$ cat config.mk
export PLATFORM = sky130hd
export DESIGN_NAME = step_pulse_generator
export DESIGN_NICKNAME = d
export VERILOG_FILES = /design/src/rtl/step_pulse_generator.sv
export SDC_FILE = /design/constraint.sdc
export NUM_CORES = 1
export LEC_CHECK = 0
export BUFFER_PORTS_ARGS = -buffer_cell sky130_fd_sc_hd__buf_2
export CAP_MARGIN = 40
export CORE_MARGIN = 2
export CORE_UTILIZATION = 40
export CTS_CLUSTER_DIAMETER = 60
export CTS_CLUSTER_SIZE = 20
export DETAILED_ROUTE_END_ITERATION = 8
export SLEW_MARGIN = 0
export SYNTH_ARGS = -nofsm -noshare
export SYNTH_HDL_FRONTEND = slang
export SYNTH_SLANG_ARGS = --single-unit
$ cat constraint.sdc
create_clock -name clock -period 3.7 [get_ports clock]
set_input_delay 0.925 -clock clock [delete_from_list [all_inputs] [get_ports clock]]
set_output_delay 0.925 -clock clock [all_outputs]
set_load 0.05 [all_outputs]
$ cat src/rtl/step_pulse_generator.sv
// ---------------------------------------------------------------------------
// step_pulse_generator
// Single-axis STEP/DIR pulse generator for a stepper driver. Converts a
// direction and speed request into driver-compliant STEP pulses with a
// guaranteed pulse width, DIR setup time and minimum period. It honours the
// limit switches and keeps a signed step-position count.
//
// Ports
//   clock        in   system clock, rising edge
//   reset        in   synchronous active-high reset
//   enable       in   stepping permitted
//   speed        in   cycles per step (0 = stop, below MIN_PERIOD clamped)
//   dir          in   requested direction (1 = positive)
//   lim_pos      in   positive-end limit switch, active-high
//   lim_neg      in   negative-end limit switch, active-high
//   zero_pos     in   one-cycle pulse: position <- 0
//   clear_fault  in   one-cycle pulse: clear the sticky fault
//   step         out  STEP to driver (registered)
//   dir_out      out  DIR to driver (registered)
//   position     out  signed step count (registered)
//   busy         out  high whenever the FSM is not idle
//   fault        out  sticky: step requested toward an asserted limit
//
// state       | meaning
// ------------+----------------------------------------------------------
// S_IDLE      | no motion, evaluating the request every cycle
// S_DIR_SETUP | DIR changed, holding it stable before the next STEP edge
// S_PULSE_HIGH| STEP high for PULSE_WIDTH cycles
// S_PULSE_LOW | STEP low for the rest of the latched period
// ---------------------------------------------------------------------------
module step_pulse_generator #(
    parameter int unsigned PULSE_WIDTH = 50,
    parameter int unsigned DIR_SETUP   = 20,
    parameter int unsigned MIN_PERIOD  = 100,
    parameter int unsigned POS_WIDTH   = 32
) (
    input  logic                 clock,
    input  logic                 reset,
    input  logic                 enable,
    input  logic [31:0]          speed,
    input  logic                 dir,
    input  logic                 lim_pos,
    input  logic                 lim_neg,
    input  logic                 zero_pos,
    input  logic                 clear_fault,
    output logic                 step,
    output logic                 dir_out,
    output logic [POS_WIDTH-1:0] position,
    output logic                 busy,
    output logic                 fault
);

    typedef enum logic [1:0] {
        S_IDLE       = 2'd0,
        S_DIR_SETUP  = 2'd1,
        S_PULSE_HIGH = 2'd2,
        S_PULSE_LOW  = 2'd3
    } state_t;

    // Down-counters are loaded with (duration - 1) and finish at zero.
    localparam logic [31:0] PW_M1 = 32'(PULSE_WIDTH - 1);
    localparam logic [31:0] PW_P1 = 32'(PULSE_WIDTH + 1);
    localparam logic [31:0] DS_M1 = 32'(DIR_SETUP - 1);
    localparam logic [31:0] MIN_P = 32'(MIN_PERIOD);

    state_t               state_q, state_d;
    logic [31:0]          cnt_q, cnt_d;
    logic [31:0]          period_q, period_d;
    logic                 step_q, step_d;
    logic                 dir_q, dir_d;
    logic                 fault_q, fault_d;
    logic [POS_WIDTH-1:0] pos_q, pos_d;

    logic        request;
    logic        blocked_req;
    logic        blocked_cur;
    logic [31:0] period_clamped;
    logic        evaluate;
    logic        go_high;
    logic        fault_set;

    always_comb begin
        request        = enable && (speed != 32'd0);
        blocked_req    = dir ? lim_pos : lim_neg;
        // After a setup phase the committed direction is what gets checked.
        blocked_cur    = dir_q ? lim_pos : lim_neg;
        period_clamped = (speed < MIN_P) ? MIN_P : speed;

        state_d   = state_q;
        cnt_d     = cnt_q;
        period_d  = period_q;
        step_d    = step_q;
        dir_d     = dir_q;
        evaluate  = 1'b0;
        go_high   = 1'b0;
        fault_set = 1'b0;

        case (state_q)
            S_IDLE: evaluate = 1'b1;
            S_DIR_SETUP: begin
                if (cnt_q == 32'd0) begin
                    if (blocked_cur) begin
                        state_d   = S_IDLE;
                        fault_set = 1'b1;
                    end else begin
                        go_high = 1'b1;
                    end
                end else begin
                    cnt_d = cnt_q - 32'd1;
                end
            end
            S_PULSE_HIGH: begin
                if (cnt_q == 32'd0) begin
                    state_d = S_PULSE_LOW;
                    step_d  = 1'b0;
                    cnt_d   = period_q - PW_P1;
                end else begin
                    cnt_d = cnt_q - 32'd1;
                end
            end
            S_PULSE_LOW: begin
                // End of period is evaluated exactly like idle so that
                // continuous motion has no gap between periods.
                if (cnt_q == 32'd0) begin
                    evaluate = 1'b1;
                end else begin
                    cnt_d = cnt_q - 32'd1;
                end
            end
            default: state_d = S_IDLE;
        endcase

        if (evaluate) begin
            if (!request) begin
                state_d = S_IDLE;
            end else if (blocked_req) begin
                state_d   = S_IDLE;
                fault_set = 1'b1;
            end else if (dir == dir_q) begin
                go_high = 1'b1;
            end else begin
                state_d = S_DIR_SETUP;
                dir_d   = dir;
                cnt_d   = DS_M1;
            end
        end

        if (go_high) begin
            state_d  = S_PULSE_HIGH;
            step_d   = 1'b1;
            period_d = period_clamped;
            cnt_d    = PW_M1;
        end

        pos_d = pos_q;
        if (go_high) begin
            pos_d = dir_q ? (pos_q + POS_WIDTH'(1)) : (pos_q - POS_WIDTH'(1));
        end
        if (zero_pos) begin
            pos_d = '0;
        end

        // A set in the same cycle as a clear leaves the fault asserted.
        fault_d = fault_set || (fault_q && !clear_fault);
    end

    always_ff @(posedge clock) begin
        if (reset) begin
            state_q  <= S_IDLE;
            cnt_q    <= '0;
            period_q <= '0;
            step_q   <= 1'b0;
            dir_q    <= 1'b0;
            fault_q  <= 1'b0;
            pos_q    <= '0;
        end else begin
            state_q  <= state_d;
            cnt_q    <= cnt_d;
            period_q <= period_d;
            step_q   <= step_d;
            dir_q    <= dir_d;
            fault_q  <= fault_d;
            pos_q    <= pos_d;
        end
    end

    assign step     = step_q;
    assign dir_out  = dir_q;
    assign position = pos_q;
    assign busy     = (state_q != S_IDLE);
    assign fault    = fault_q;

endmodule

==> impl_metrics.csv, run 1 <==
group,metric,value,unit
timing,whs,0.466,ns
run,cap_violations,0,
die,start_util,0.410,
setup_path,path_class,"reg2reg",
setup_path,worstSetupEndpointType,"flop",
place,dp.cells,1227,
synth,synth_seq_cells,101,
synth,async_reset_ff_frac,0,
finish,fillerInstances,1823,
cts,cts_hold_buf,0,
pwr,ir_drop,0.311,mV
die,fp.dieW,137,µm
finish,final_cells,1244,
setup_path,critPathMaxFanout,20,
detailed_routing,route.vias.total,7160,
synth,synthFlopType,"dfxtp_1",
synth,syn_area_per_cell,7.43,µm²
setup_path,r2r-end,"position[25]",
cts,cts-resized-gates,0,
setup_path,cp_cell_sequence,"clkinvlp_4 -> buf_4 -> ha_1 -> a21o_1 -> a21o_1 -> a211o_1 -> a21bo_2 -> o21ai_0 -> a21oi_1 -> a311o_1 -> o211ai_1",
timing,slew_viol_final,0,
cts,htree_num_levels,3,
synth,netlist-cell-type-count,74,
setup_path,reg2reg_slack,0.39,ns
synth,synth_top_area_frac,0.284,
cts,clock-sinks,101,
die,ioPinCount,76,
pwr,p_total,3870,µW
timing,final.setup.tns,0,ns
hold_path,min-delay-start,"period_q[31]",
timing,rsz0062_at_grt,"false",
cts,clock-root-buffer,"clkbuf_16",
cts,cts_buffer_depth,2,
timing,maxSlewHeadroom,0.539,
synth,yosys_warnings,0,
synth,synth_area_leaders,"dfxtp_1 28%, a21oi_1 7.7%, nand2_1 7.6%, ha_1 6.8%, xnor2_1 4.7%",
synth,synth_area,7120,µm²
place,detailed_place_hpwl,15.4,mm
detailed_routing,finalWirelength,20.8,mm
timing,worstMarginPinSlew,0.686,ns
finish,final_cell_mix,"145 x nand2_1, 109 x a21oi_1, 100 x dfxtp_1",
die,core_area,17400,µm²
cts,cts_made_buffers,9,
die,die_area,18900,µm²
setup_path,worst-r2r-cell-count,11,
finish,utilization,0.464,
synth,synth_edf_count,0,
timing,fin_skew,0.0104,ns
pwr,powerDensity,480,nW/µm²
global_routing,grt_usage,0.224,
die,rows,48,
finish,seq_area,2020,µm²
global_routing,grt_pass1_wl,33.4,mm
timing,final-hold-violation-count,0,
finish,final_common_cell,"nand2_1",
place,place_congestion,0.837,
die,die_y,137,µm
finish,multi_input_area,4830,µm²
setup_path,worstSetupStartpointType,"flop",
cts,cts_tree,"yes",
setup_path,critPathCapture,"position[25]",
cts,clk_latency,0.36,ns
finish,layout-drive-gt1-share,0.133,
cts,clk_pin_slew,0.07,ns
setup_path,crit_start,"dir_out",
detailed_routing,first_pass_iters,5,
setup_path,arrival,3.59,ns
place,port_buffers,75,
setup_path,critical_path.max_stage_delay,0.43,ns
finish,final_nets,1093,
detailed_routing,drc,0,
timing,finalCriticalPeriod,3.31,ns
synth,synth_cells,959,
detailed_routing,detail_route.wl_per_cell,16.7,µm
setup_path,regToRegStartpoint,"dir_out",
global_routing,antenna_found_initial,2,
setup_path,cp.required,3.98,ns
timing,fin_crit_sh,0.893,
setup_path,slowest_stage,"ha_1",
global_routing,gr-total-overflow,0,
setup_path,cpMostUsedCell,"a21o_1",
detailed_routing,drt-initial-drc-count,535,
hold_path,hold_path_class,"reg2reg",
synth,ys_seq_area_frac,0.284,
pwr,p_leak,0.00330,µW
global_routing,first_global_vias,6502,
synth,synth_top_area_cell,"dfxtp_1",
detailed_routing,vias_per_cell,5.76,
timing,finalSetupViolCount,0,
synth,synth_fp_nets,1039,
global_routing,grt_max_degree,71,
timing,max_freq,0.303,GHz
cts,cts_setup_buffers,0,
finish,area_delta_synth_final,13.0,%
detailed_routing,ant_nets,0,
run_status,status,"completed",
==> per-stage QoR <==
step | setup slack [ns] | instance area, µm²
floorplan | 0.0515 | 7140
global placement | 0.218 | 7760
detailed placement | 0.165 | 7760
CTS | 0.361 | 8050
global route | 0.122 | 8050
finish | 0.395 | 8050
==> cells by family after synthesis <==
group	count (synthesis)	synth area share
AOI/OAI and AO/OA	277	0.249
xor gates and xnor gates	50	0.0615
adders and majority gates	40	0.0713
buffers and inverters	72	0.0425
DFF	101	0.284
muxes	6	0.00861
and+or+nand+nor	413	0.284
==> synthesized netlist by cell type (7+ instances only) <==
master / instances
or3_1: 16
nand3_1: 28
nand2_1: 145
nor4_1: 19
o21a_1: 9
a21o_1: 11
dfxtp_1: 101
clkbuf_1: 37
xor2_1: 12
inv_1: 18
o21ai_0: 43
nor2_1: 87
a211oi_1: 13
nand4_1: 16
a31oi_1: 8
o21bai_1: 7
or4_1: 8
nor3_1: 46
a21oi_1: 109
buf_2: 8
a221oi_1: 12
ha_1: 39
o22ai_1: 16
xnor2_1: 38
==> worst min-delay path by stage <==
stage	endpoint	slack [ns]	cells after the start
2_1_floorplan	period_q[31]	0.44	2
3_3_place_gp	period_q[31]	0.45	2
3_5_place_dp	period_q[31]	0.46	2
4_1_cts	period_q[31]	0.47	2
5_1_grt	period_q[31]	0.48	2
6_report	period_q[31]	0.47	2
==> area by class of cell <==
type / instances / share of cell area
well taps: 225 / 0.0350
multi-input cells: 786 / 0.600
diodes: 1 / 0.000311
flip-flops and latches: 101 / 0.251
repair buffers: 97 / 0.0687
clock buffers: 9 / 0.0280
clock inverters: 7 / 0.00792
inverters: 18 / 0.00886
==> routing by layer <==
layer / track usage / up-vias / routed length (µm)
li1: - / 3627 / -
met1: 0.299 / 3339 / 9640
met2: 0.362 / 173 / 9590
met3: 0.0526 / 19 / 1210
met4: 0.0590 / 2 / 322
met5: 0 / - / 13
==> critical path: cells and delay by family, from the launching register on <==
| kind | cells | cell delay [ns] |
|---|---|---|
| flip-flops | 1 | 0.35 |
| AO/OA/AOI/OAI | 8 | 1.85 |
| adder cells (fa/ha/maj) | 1 | 0.43 |
| buffers and inverters | 2 | 0.60 |
==> power by group <==
part           leakage (µW)  internal, µW  total, µW  switching, µW
registers          0.000819          1140       1220           72.2
clock network      0.000149           522        962            440
logic               0.00233           624       1690           1070
==> sequential cells by signal, summed over array words and instances, names as in the netlist <==
register,flops
cnt_q,32
dir_out,1
fault,1
period_q,32
position,32
state_q,2
step,1
Note: power is estimated with default switching activity, not from simulation.
==> inputs of run 2 (changes only) <==
ABC_AREA = 1   (was unset)
==> run 2 against run 1 <==
  * Synthesized area up 19%
  * Maximum frequency increased by 15%
  * Sequential share of layout area fell by 3.6 points
  * Power is 1.6% higher
  * Clock skew increased by 0.0052 ns
  * Critical path type unchanged
  * Critical endpoint is now position[26]
  * Largest power group unchanged
==> impl_metrics.csv, run 2 <==
group,metric,value,unit
run_status,status,"completed",
cts,cts_tree,"yes",
timing,fin_skew,0.0156,ns
pwr,ir_drop,0.238,mV
synth,synth-compound-area-share,0.128,
detailed_routing,detail_route.wl_per_cell,14.5,µm
die,die_y,150,µm
finish,seq_area,2020,µm²
global_routing,grt_max_degree,54,
setup_path,cpMostUsedCell,"nand2_1",
synth,synth_fa_ha_area_frac,0.0597,
place,port_buffers,75,
die,fp.dieW,150,µm
cts,cts-resized-gates,0,
timing,max_freq,0.347,GHz
finish,multi_input_area,5660,µm²
finish,final_common_cell,"nand2_1",
synth,synth_top_area_cell,"dfxtp_1",
setup_path,cp_cell_sequence,"inv_1 -> buf_16 -> fa_1 -> nand3_1 -> nand2_1 -> nand2_1 -> nand2_1 -> nand2_1 -> nand2_1 -> nand2_1 -> nand3_1 -> nand2_1 -> nand2_1 -> nor2_1 -> nor2_1",
detailed_routing,finalWirelength,26.4,mm
finish,utilization,0.449,
synth,synth.most_common_cell,"nand2_1",
cts,cts_setup_buffers,0,
synth,synth_top_area_frac,0.238,
global_routing,gr-total-overflow,0,
synth,yosys_warnings,0,
setup_path,worstSetupStartpointType,"flop",
die,core_area,21000,µm²
synth,synth_area,8500,µm²
synth,synth.area.mux_share,0.00118,
pwr,powerDensity,418,nW/µm²
timing,slew_viol_final,0,
setup_path,path_class,"reg2reg",
cts,clk_pin_slew,0.08,ns
setup_path,arrival,3.13,ns
detailed_routing,wl_met2,10.4,mm
die,start_util,0.406,
setup_path,critPathMaxFanout,20,
synth,synth_fp_nets,1560,
finish,fillerInstances,2386,
synth,yosys.area_share.xor_xnor,0.0391,
synth,ys_seq_area_frac,0.238,
cts,cts_buffer_depth,2,
detailed_routing,drc,0,
finish,antenna_cells,0,
global_routing,grt_pass1_wl,42.7,mm
die,ioPinCount,76,
finish,final_nets,1621,
synth,netlist-cell-type-count,41,
detailed_routing,route.vias.total,9232,
cts,clk_latency,0.37,ns
cts,clock-root-buffer,"clkbuf_16",
synth,synthTopCellsByCount,"437 x nand2_1, 287 x nor2_1, 161 x inv_1",
setup_path,cp.required,3.95,ns
finish,final_cell_mix,"437 x nand2_1, 286 x nor2_1, 161 x inv_1",
die,die_area,22400,µm²
setup_path,worstSetupEndpointType,"flop",
run,cap_violations,0,
synth,synthSimpleGateAreaFrac,0.437,
cts,htree_num_levels,3,
synth,synth_cells,1480,
timing,rsz0062_at_grt,"false",
detailed_routing,vias_per_cell,5.07,
finish,area_delta_synth_final,10.7,%
place,place_congestion,0.929,
detailed_routing,ant_nets,0,
timing,fin_crit_sh,0.780,
timing,final.setup.tns,0,ns
detailed_routing,wl_met3,1.60,mm
detailed_routing,m1WireLength,14.1,mm
cts,cts_hold_buf,0,
pwr,p_leak,0.00523,µW
detailed_routing,highest_layer,"met4",
hold_path,hold_path_class,"reg2reg",
setup_path,cp_top_family,"simple AND/OR/NAND/NOR gates",
place,detailed_place_hpwl,21.1,mm
cts,clock-sinks,101,
synth,synth_edf_count,0,
timing,final-hold-violation-count,0,
die,rows,53,
detailed_routing,first_pass_iters,5,
global_routing,grt_usage,0.240,
synth,synthFlopType,"dfxtp_1",
synth,synth_top_family_by_area,"simple AND/OR/NAND/NOR gates",
setup_path,slowest_stage,"dfxtp_1",
global_routing,antenna_found_initial,0,
global_routing,first_global_vias,8253,
timing,finalCriticalPeriod,2.88,ns
synth,synth_seq_cells,101,
synth,async_reset_ff_frac,0,
timing,maxSlewHeadroom,0.424,
finish,layout-drive-gt1-share,0.0847,
synth,syn_area_per_cell,5.74,µm²
setup_path,path_buf_inv,2,
cts,cts_made_buffers,9,
setup_path,critical_path.max_stage_delay,0.49,ns
synth,synth_area_leaders,"dfxtp_1 24%, nand2_1 19%, nor2_1 13%, inv_1 7.1%, nand3_1 5.8%",
detailed_routing,drt-initial-drc-count,691,
timing,worstMarginPinSlew,0.864,ns
timing,finalSetupViolCount,0,
==> run 2: cell type report <==
cell class | instances | share of cell area
inverter | 166 | 0.0667
tap | 275 | 0.0366
multi-input combinational | 1179 | 0.602
timing repair buffer | 84 | 0.0505
clock buffer | 10 | 0.0243
clock inverter | 6 | 0.00545
sequential | 101 | 0.215
==> run 2: power breakdown <==
group          switching (µW)  internal [µW]  total [µW]  leakage, µW
sequential               54.0           1130        1190     0.000819
combinational            1230            553        1780      0.00427
clock                     494            470         964     0.000134
==> run 2: routing by layer <==
metal / vias to the layer above / global-route usage
li1: 4839 / -
met1: 4120 / 0.382
met2: 250 / 0.339
met3: 23 / 0.0265
met4: 0 / 0.0571
met5: - / 0
==> run 2: kinds of logic (layout without fill, tap and decap cells) <==
kind of cell | count (synthesis) | after routing
compound gates | 204 | 204
xor+xnor | 38 | 38
fa+ha+maj | 40 | 40
buf+inv | 200 | 266
flops | 101 | 101
mux | 1 | 1
simple gates | 896 | 896
==> run 2: worst register-to-register path: stages (launching register included) <==
cell and delay (ns):
dfxtp_1 0.49, inv_1 0.29, buf_16 0.25, fa_1 0.46
nand3_1 0.09, nand2_1 0.17, nand2_1 0.10, nand2_1 0.15
nand2_1 0.10, nand2_1 0.13, nand2_1 0.11, nand3_1 0.13
nand2_1 0.08, nand2_1 0.05, nor2_1 0.13, nor2_1 0.05
==> run 2: per-stage QoR <==
stage                     power [µW]  std cells  setup slack (ns)  hold WS, ns  area (µm²)
final                           3930       1821             0.816        0.478        9410
after floorplan                 2530       1480             0.794        0.438        8500
after global placement          2960       1804             0.604        0.466        9100
after global routing            4220       1821             0.576        0.501        9410
after CTS                       3930       1821             0.848        0.480        9410
after detailed placement        2970       1805             0.654        0.467        9130
==> run 2: worst paths after layout <==
| path | startpoint | endpoint | slack [ns] | depth (start not counted) |
|---|---|---|---|---|
| max | dir_out | position[26] | 0.82 | 15 |
| min | period_q[27] | period_q[27] | 0.48 | 2 |
| max reg2reg | dir_out | position[26] | 0.82 | 15 |
| min reg2reg | period_q[27] | period_q[27] | 0.48 | 2 |
